[config.mk]
export PLATFORM = sky130hd
export DESIGN_NAME = exe_ctrl
export DESIGN_NICKNAME = d
export VERILOG_FILES = /design/src/rtl/exe_pkg.sv /design/src/rtl/exe_flag_gen.sv /design/src/rtl/exe_ctrl.sv
export SDC_FILE = /design/constraint.sdc
export NUM_CORES = 1
export LEC_CHECK = 0
export ABC_AREA = 1
export CORE_MARGIN = 2
export CORE_UTILIZATION = 39
export CTS_CLUSTER_DIAMETER = 150
export CTS_CLUSTER_SIZE = 8
export DETAILED_ROUTE_END_ITERATION = 8
export GPL_ROUTABILITY_DRIVEN = 0
export MAX_ROUTING_LAYER = met4
export PLACE_DENSITY = 0.88
export SLEW_MARGIN = 20
export SYNTH_ARGS = -nofsm -noshare
export SYNTH_HDL_FRONTEND = slang
export SYNTH_SLANG_ARGS = --single-unit
[constraint.sdc]
create_clock -name clk -period 1.8 [get_ports clk]
set_clock_uncertainty 0.05 [all_clocks]
set_input_delay 0.36 -clock clk [delete_from_list [all_inputs] [get_ports clk]]
set_output_delay 0.36 -clock clk [all_outputs]
set_load 0.05 [all_outputs]
[src/rtl/exe_pkg.sv]
// Shared definitions for the execute-stage sequencer.
// Opcodes, CPSR flag positions and controller states.
package exe_pkg;

  localparam logic [2:0] OC_ADD = 3'd0;
  localparam logic [2:0] OC_SUB = 3'd1;
  localparam logic [2:0] OC_AND = 3'd2;
  localparam logic [2:0] OC_OR  = 3'd3;
  localparam logic [2:0] OC_XOR = 3'd4;
  localparam logic [2:0] OC_NOT = 3'd5;
  localparam logic [2:0] OC_LSL = 3'd6;
  localparam logic [2:0] OC_LSR = 3'd7;

  localparam int N_BIT = 31;
  localparam int Z_BIT = 30;
  localparam int C_BIT = 29;
  localparam int V_BIT = 28;

  typedef enum logic [1:0] {
    IDLE,
    EXEC,
    WB
  } state_t;

endpackage

[src/rtl/exe_flag_gen.sv]
// Combinational NZCV generation for the execute stage.
// Only ADD/SUB produce C and V; other opcodes carry them over.
module exe_flag_gen
  import exe_pkg::*;
(
  input  logic [31:0] a,
  input  logic [31:0] b,
  input  logic [32:0] r,
  input  logic [2:0]  alu_oc,
  input  logic [31:0] cpsr_old,
  output logic [31:0] cpsr_new
);

  always_comb begin
    cpsr_new        = '0;
    cpsr_new[N_BIT] = r[31];
    cpsr_new[Z_BIT] = (r[31:0] == 32'd0);
    cpsr_new[C_BIT] = cpsr_old[C_BIT];
    cpsr_new[V_BIT] = cpsr_old[V_BIT];
    unique case (1'b1)
      (alu_oc == OC_ADD): begin
        cpsr_new[C_BIT] = r[32];
        cpsr_new[V_BIT] = (a[31] == b[31]) & (r[31] != a[31]);
      end
      (alu_oc == OC_SUB): begin
        cpsr_new[C_BIT] = r[32];
        cpsr_new[V_BIT] = (a[31] != b[31]) & (r[31] != a[31]);
      end
      default: ;
    endcase
  end

endmodule

[src/rtl/exe_ctrl.sv]
// Execute-stage sequencer: holds operands on EXE, samples the
// result, updates CPSR and hands the result to writeback.
module exe_ctrl
  import exe_pkg::*;
#(
  parameter int EXEC_CYCLES = 1,
  parameter int REG_ADDR_W  = 3
) (
  input  logic                  clk,
  input  logic                  rst,
  input  logic                  id_valid,
  output logic                  id_ready,
  input  logic [2:0]            id_alu_oc,
  input  logic                  id_ir_op,
  input  logic [31:0]           id_value1,
  input  logic [31:0]           id_value2,
  input  logic [31:0]           id_imm,
  input  logic [REG_ADDR_W-1:0] id_rd,
  input  logic                  id_wb_en,
  input  logic                  id_set_flags,
  output logic [31:0]           exe_value1,
  output logic [31:0]           exe_value2,
  output logic [31:0]           exe_imm,
  output logic [2:0]            exe_alu_oc,
  output logic                  exe_ir_op,
  input  logic [32:0]           exe_result,
  output logic                  wb_valid,
  input  logic                  wb_ready,
  output logic [REG_ADDR_W-1:0] wb_rd,
  output logic [31:0]           wb_data,
  output logic [31:0]           cpsr,
  output logic                  busy
);

  localparam logic [3:0] CNT_INIT = 4'(EXEC_CYCLES - 1);

  state_t                  state;
  state_t                  state_nxt;
  logic [3:0]              cnt;
  logic [REG_ADDR_W-1:0]   rd_q;
  logic                    wb_en_q;
  logic                    set_flags_q;
  logic                    accept;
  logic                    sample;
  logic [31:0]             b_sel;
  logic [31:0]             cpsr_nxt;

  assign id_ready = (state == IDLE);
  assign busy     = (state != IDLE);
  assign wb_valid = (state == WB);
  assign accept   = id_valid & id_ready;
  assign sample   = (state == EXEC) && (cnt == 4'd0);
  assign b_sel    = exe_ir_op ? exe_value2 : exe_imm;

  exe_flag_gen u_flag (
    .a        (exe_value1),
    .b        (b_sel),
    .r        (exe_result),
    .alu_oc   (exe_alu_oc),
    .cpsr_old (cpsr),
    .cpsr_new (cpsr_nxt)
  );

  always_ff @(posedge clk) begin
    if (rst) state <= IDLE;
    else     state <= state_nxt;
  end

  always_comb begin
    state_nxt = state;
    unique case (state)
      IDLE:    if (accept) state_nxt = EXEC;
      EXEC:    if (sample) state_nxt = wb_en_q ? WB : IDLE;
      WB:      if (wb_ready) state_nxt = IDLE;
      default: state_nxt = IDLE;
    endcase
  end

  always_ff @(posedge clk) begin
    if (rst) begin
      cnt         <= '0;
      exe_value1  <= '0;
      exe_value2  <= '0;
      exe_imm     <= '0;
      exe_alu_oc  <= '0;
      exe_ir_op   <= 1'b0;
      rd_q        <= '0;
      wb_en_q     <= 1'b0;
      set_flags_q <= 1'b0;
      wb_rd       <= '0;
      wb_data     <= '0;
      cpsr        <= '0;
    end else begin
      if (accept) begin
        cnt         <= CNT_INIT;
        exe_value1  <= id_value1;
        exe_value2  <= id_value2;
        exe_imm     <= id_imm;
        exe_alu_oc  <= id_alu_oc;
        exe_ir_op   <= id_ir_op;
        rd_q        <= id_rd;
        wb_en_q     <= id_wb_en;
        set_flags_q <= id_set_flags;
      end else if (state == EXEC && cnt != 4'd0) begin
        cnt <= cnt - 4'd1;
      end
      if (sample) begin
        wb_data <= exe_result[31:0];
        wb_rd   <= rd_q;
        if (set_flags_q) cpsr <= cpsr_nxt;
      end
    end
  end

endmodule

==> impl_metrics.toml, run 1 <==
[outcome]
status = "finished clean"

[clock_network]
cts_tree = "built"
cts_buffers = 17
cts_root_buf = "clkbuf_16"
clockBufferDepth = 2
cts_setup_buffers = 0
htreeDepth = 4
cts.sinks = 150
cts_hold_buf = 0
path_clk_slew_ns = 0.06
insertion_delay_ns = 0.42
cts.repair.resized = 0

[timing]
fin_tns_setup_ns = 0
hold_viol_final = 0
setup_viol = 0
fmax_ghz = 0.5817
fin_crit_sh_pct = 95.50
finalMaxSlewViolations = 0
fin_crit_ns = 1.719
rsz0062_at_grt = "false"

[place]
hpwl_um = 12430
port_buffers = 283
placedCellCount = 1187

[grt]
grt_pass1_vias = 5283
overflow = 0
grt_max_degree = 58
antenna_found_initial = 0
track_usage_pct = 21.79
grt_pass1_wl_um = 26280

[die]
dieArea_um2 = 15600
core.rowCount = 44
core_um2 = 14420
start_util_pct = 39.52
die_w_um = 124.9
die_h_um = 124.9
ios = 312

[layout]
finalNonFillerCells = 1219
nNetsFinal = 1165
fin_util_pct = 61.69
syn_to_final_growth_pct = 56.10
drive_gt1_share_pct = 18.94
insertedDiodeCount = 0

[routing]
wirelength_um = 16900
drc_errors = 0
drt-initial-drc-count = 380
dr.pass1.iters = 4
drtAntennaViolNets = 0
avgViaCountPerCell = 4.718
wl_per_cell_um = 13.87
via_count = 5751

[critical_path]
cp_slowest_stage_delay_ns = 0.42
reg2regPathDepth = 7
end_kind = "output port"
worstPathRequired_ns = 1.39
cp-start-kind = "register"
crit_fanout = 3
critPathSlowestCell = "dfxtp_1"
crit_type = "reg -> out"
cp_cell_sequence = "inv_1, nor2_1, buf_12"
arrival_ns = 1.31

[hold_path]
worstHoldPathCells = 2
worstHoldPathType = "reg -> reg"

[synthesis]
yosysWarningCount = 0
syn-cell-area_um2 = 5700
ys_seq_elements = 150
ys_types = 22
syn_inst = 750
synth-seq-area-share_pct = 52.68
avgSynthCellArea_um2 = 7.601

[power]
total_power_uw = 9839
vdd_ir_drop_max_v = 0.0006849
p_leak_uw = 0.003947
power-per-cell-area_nw_per_um2 = 1106

[run]
maxCapViolations = 0
==> worst max-delay path, delay by kind of cell, from the launching register on <==
kind / cells / cell delay, ns
buf+inv: 2 / 0.25
simple gates: 1 / 0.23
flops: 1 / 0.42
==> cells in the final DEF (no fill, tap or decap), types with 3 or more instances in the layout <==
cell	count
clkinv_2	6
nor2_2	3
nand2_1	34
o21ai_1	61
o21ai_0	82
bufinv_16	3
nand3_1	5
conb_1	28
dfxtp_1	150
buf_12	11
buf_4	146
inv_1	17
nor2_1	303
a21oi_1	10
clkbuf_16	17
clkdlybuf4s50_1	141
==> where the power goes <==
part	internal, µW	total [µW]	switching [µW]
sequential	3590	3750	151
clock	2220	3600	1380
combinational	851	2490	1640
==> sequential cells by signal (all words and copies together), names as in the netlist <==
register,flops
exe_imm,32
exe_alu_oc,3
wb_en_q,1
cpsr,4
rd_q,3
wb_rd,3
set_flags_q,1
exe_value1,32
cnt,4
state,2
exe_value2,32
wb_data,32
exe_ir_op,1
==> cell type report <==
class	count	area, µm²
well taps	184	230.2
inverters	21	88.84
flip-flops and latches	150	3003
multi-input cells	534	2251
clock inverters	12	151.4
clock buffers	20	446.7
repair buffers	298	2728
fillers	1248	5525
==> logic make-up after synthesis <==
logic type,after synthesis,share of synthesized area [%]
compound gates,156,13.83
xor+xnor,1,0.1537
fa+ha+maj,1,0.2195
buf+inv,93,9.789
flops,150,52.68
other cells,1,0.06578
simple gates,348,23.27
==> routing by layer <==
layer  part of all wire [%]  global-route usage [%]  vias to the layer above
li1                       -                       -                     2867
met1                     41                   24.42                     2573
met2                     48                   36.32                      279
met3                    8.2                   6.271                       32
met4                    2.7                   9.477                        0
met5                      0                       -                        -
==> worst paths after layout <==
kind	start	end	slack [ns]
setup / recovery	state[1]$_SDFFE_PP0P_	wb_valid	0.08
hold / removal	cnt[0]$_SDFFE_PP0P_	cnt[0]$_SDFFE_PP0P_	0.42
setup reg to reg	cnt[0]$_SDFFE_PP0P_	wb_data[23]$_SDFFE_PP0P_	0.29
hold reg to reg	cnt[0]$_SDFFE_PP0P_	cnt[0]$_SDFFE_PP0P_	0.42
==> synth_stat cells <==
| master | n | area [µm²] |
|---|---|---|
| inv_1 | 17 | 63.81 |
| nand2_1 | 34 | 127.6 |
| o21ai_1 | 61 | 305.3 |
| dfxtp_1 | 150 | 3003 |
| buf_6 | 10 | 112.6 |
| nor2_2 | 4 | 25.02 |
| buf_2 | 13 | 65.06 |
| a211oi_1 | 2 | 15.01 |
| clkinv_4 | 1 | 8.760 |
| conb_1 | 1 | 3.750 |
| o21ai_0 | 82 | 410.4 |
| clkbuf_1 | 19 | 71.32 |
| nand2_2 | 1 | 6.260 |
| o211ai_1 | 1 | 7.510 |
| xnor2_1 | 1 | 8.760 |
| inv_2 | 3 | 11.26 |
| ha_1 | 1 | 12.51 |
| nor2_1 | 303 | 1137 |
| buf_4 | 30 | 225.2 |
| a21oi_1 | 10 | 50.05 |
| nor3_1 | 1 | 5.000 |
| nand3_1 | 5 | 25.02 |
==> per-stage QoR <==
| step | setup slack [ns] | hold WS, ns | cell area, µm² |
|---|---|---|---|
| after floorplan | 0.1123 | 0.3791 | 5802 |
| after global placement | 0.08832 | 0.4063 | 8293 |
| after detailed placement | 0.06117 | 0.4086 | 8293 |
| after CTS | 0.006278 | 0.4173 | 8891 |
| after global routing | 0.02218 | 0.4403 | 8899 |
| final | 0.08104 | 0.4188 | 8899 |
Note: power is estimated with default switching activity, not from simulation.
==> run 2: changes to the inputs <==
--- a/config.mk
+++ b/config.mk
@@ -12,6 +12,7 @@
 export CTS_CLUSTER_SIZE = 8
 export DETAILED_ROUTE_END_ITERATION = 8
 export GPL_ROUTABILITY_DRIVEN = 0
+export GPL_TIMING_DRIVEN = 1
 export MAX_ROUTING_LAYER = met4
 export PLACE_DENSITY = 0.88
 export SLEW_MARGIN = 20
==> results of run 2 <==
Final layout, timing and power as in run 1 (identical DEF).
==> run 3: changes to the inputs <==
--- a/config.mk
+++ b/config.mk
@@ -7,14 +7,14 @@
 export LEC_CHECK = 0
 export ABC_AREA = 1
 export CORE_MARGIN = 2
-export CORE_UTILIZATION = 39
+export CORE_UTILIZATION = 42
 export CTS_CLUSTER_DIAMETER = 150
 export CTS_CLUSTER_SIZE = 8
 export DETAILED_ROUTE_END_ITERATION = 8
 export GPL_ROUTABILITY_DRIVEN = 0
 export GPL_TIMING_DRIVEN = 1
 export MAX_ROUTING_LAYER = met4
-export PLACE_DENSITY = 0.88
+export PLACE_DENSITY = 0.93
 export SLEW_MARGIN = 20
 export SYNTH_ARGS = -nofsm -noshare
 export SYNTH_HDL_FRONTEND = slang
==> constraint.sdc (replaced) <==
create_clock -name clk -period 2 [get_ports clk]
set_clock_uncertainty 0.05 [all_clocks]
set_input_delay 0.4 -clock clk [delete_from_list [all_inputs] [get_ports clk]]
set_output_delay 0.4 -clock clk [all_outputs]
set_load 0.05 [all_outputs]
==> impl_metrics.toml, run 3 (synthesis results as in run 1) <==
[outcome]
status = "finished clean"

[timing]
finalMaxSlewViolations = 0
rsz0062_at_grt = "false"
fin_tns_setup_ns = 0
fin_crit_ns = 1.783
hold_viol_final = 0
timing.hold.ws_ns = 0.4219
fmax_ghz = 0.5609
fin_crit_sh_pct = 89.15
slew_headroom_pct = 64.85
worst_pin_slew_ns = 0.5294
setup_viol = 0
finalWorstSetupSlack_ns = 0.2170

[critical_path]
critical-path-top-delay-family = "buffers and inverters"
end_kind = "output port"
crit_type = "reg -> out"
crit_fanout = 2
arrival_ns = 1.33
critPathBufInv = 1
cp_cell_sequence = "dlygate4sd2_1"
critPathSlowestCell = "dlygate4sd2_1"
cp_slowest_stage_delay_ns = 0.55
worstPathRequired_ns = 1.55
cp-start-kind = "register"

[layout]
multi_input_area_um2 = 2246
regArea_um2 = 3003
final_cell_mix = "303 x nor2_1, 150 x dfxtp_1, 141 x clkdlybuf4s50_1, 110 x dlygate4sd2_1, 82 x o21ai_0"
drive_gt1_share_pct = 8.050
layout_commonest_cell = "nor2_1"
fillers = 1131
syn_to_final_growth_pct = 56.21
nNetsFinal = 1161

[clock_network]
cts_root_buf = "clkbuf_16"
cts_tree = "built"
cts.sinks = 150
htreeDepth = 4
insertion_delay_ns = 0.42
clockBufferDepth = 2
cts_setup_buffers = 0
path_clk_slew_ns = 0.06
cts_buffers = 17

[die]
core_um2 = 13240
die_h_um = 120.5
core.rowCount = 42
ios = 312
dieArea_um2 = 14520
die_w_um = 120.5
start_util_pct = 43.05

[routing]
dr.pass1.iters = 4
wl_per_cell_um = 14.15
wirelength_um = 17090
drtAntennaViolNets = 0
drt-initial-drc-count = 354
avgViaCountPerCell = 4.682
via_count = 5656
drc_errors = 0

[power]
p_leak_uw = 0.004093
total_power_uw = 8528
power-per-cell-area_nw_per_um2 = 957.7
vdd_ir_drop_max_v = 0.0005943

[grt]
top_usage_layer = "met2"
antenna_found_initial = 1
gr-usage-met2_pct = 42.58
grt_max_degree = 65
grt_pass1_wl_um = 26490
track_usage_pct = 24.17
gr-usage-met3_pct = 7.170
grt_pass1_vias = 5463
met1_usage_pct = 24.85
overflow = 0

[place]
detailedPlace.worstSlack_ns = 0.2280
port_buffers = 283
hpwl_um = 12590

[hold_path]
worstHoldPathType = "reg -> reg"

[run]
maxCapViolations = 0
==> run 3: final timing paths <==
kind                                 start                       end  slack (ns)  depth (start not counted)
setup reg to reg       cnt[0]$_SDFFE_PP0P_  wb_data[26]$_SDFFE_PP0P_        0.35                          7
hold reg to reg        cnt[0]$_SDFFE_PP0P_       cnt[0]$_SDFFE_PP0P_        0.42                          2
hold / removal         cnt[0]$_SDFFE_PP0P_       cnt[0]$_SDFFE_PP0P_        0.42                          2
setup / recovery  exe_imm[20]$_SDFFE_PP0P_               exe_imm[20]        0.22                          1
==> run 3: metrics by stage <==
stage,instance area (µm²),std cells,util [%]
2_1_floorplan,5802,777,-
3_3_place_gp,8478,1175,64.02
3_5_place_dp,8478,1175,64.02
4_1_cts,8902,1207,67.22
5_1_grt,8905,1208,67.24
6_report,8905,1208,67.24
==> run 3: repair_timing <==
action | in CTS | in global routing
setup endpoints to repair | 110 | 0
gates resized for setup | 110 | 0
hold buffers | 0 | 0
==> run 3: per-layer routing <==
metal  vias to the layer above  wire [µm]
li1                       2862          -
met5                         -          0
met4                         0        456
met3                        30       1266
met2                       228       8757
met1                      2536       6610
==> run 3: area by class of cell <==
cell class                 instances  area share, %
timing repair buffer             294          31.28
inverter                          21         0.9695
antenna                            1        0.02810
clock buffer                      20          5.129
tap                              176          2.473
multi-input combinational        534          25.22
clock inverter                    12          1.180
sequential                       150          33.72
==> run 3: power by group <==
part,leakage [µW],switching (µW),total [µW],internal [µW]
Clock,0.000264,1230,3000,1770
Combinational,0.00259,1480,2170,685
Sequential,0.00124,123,3360,3240
Total,0.00409,2840,8530,5690
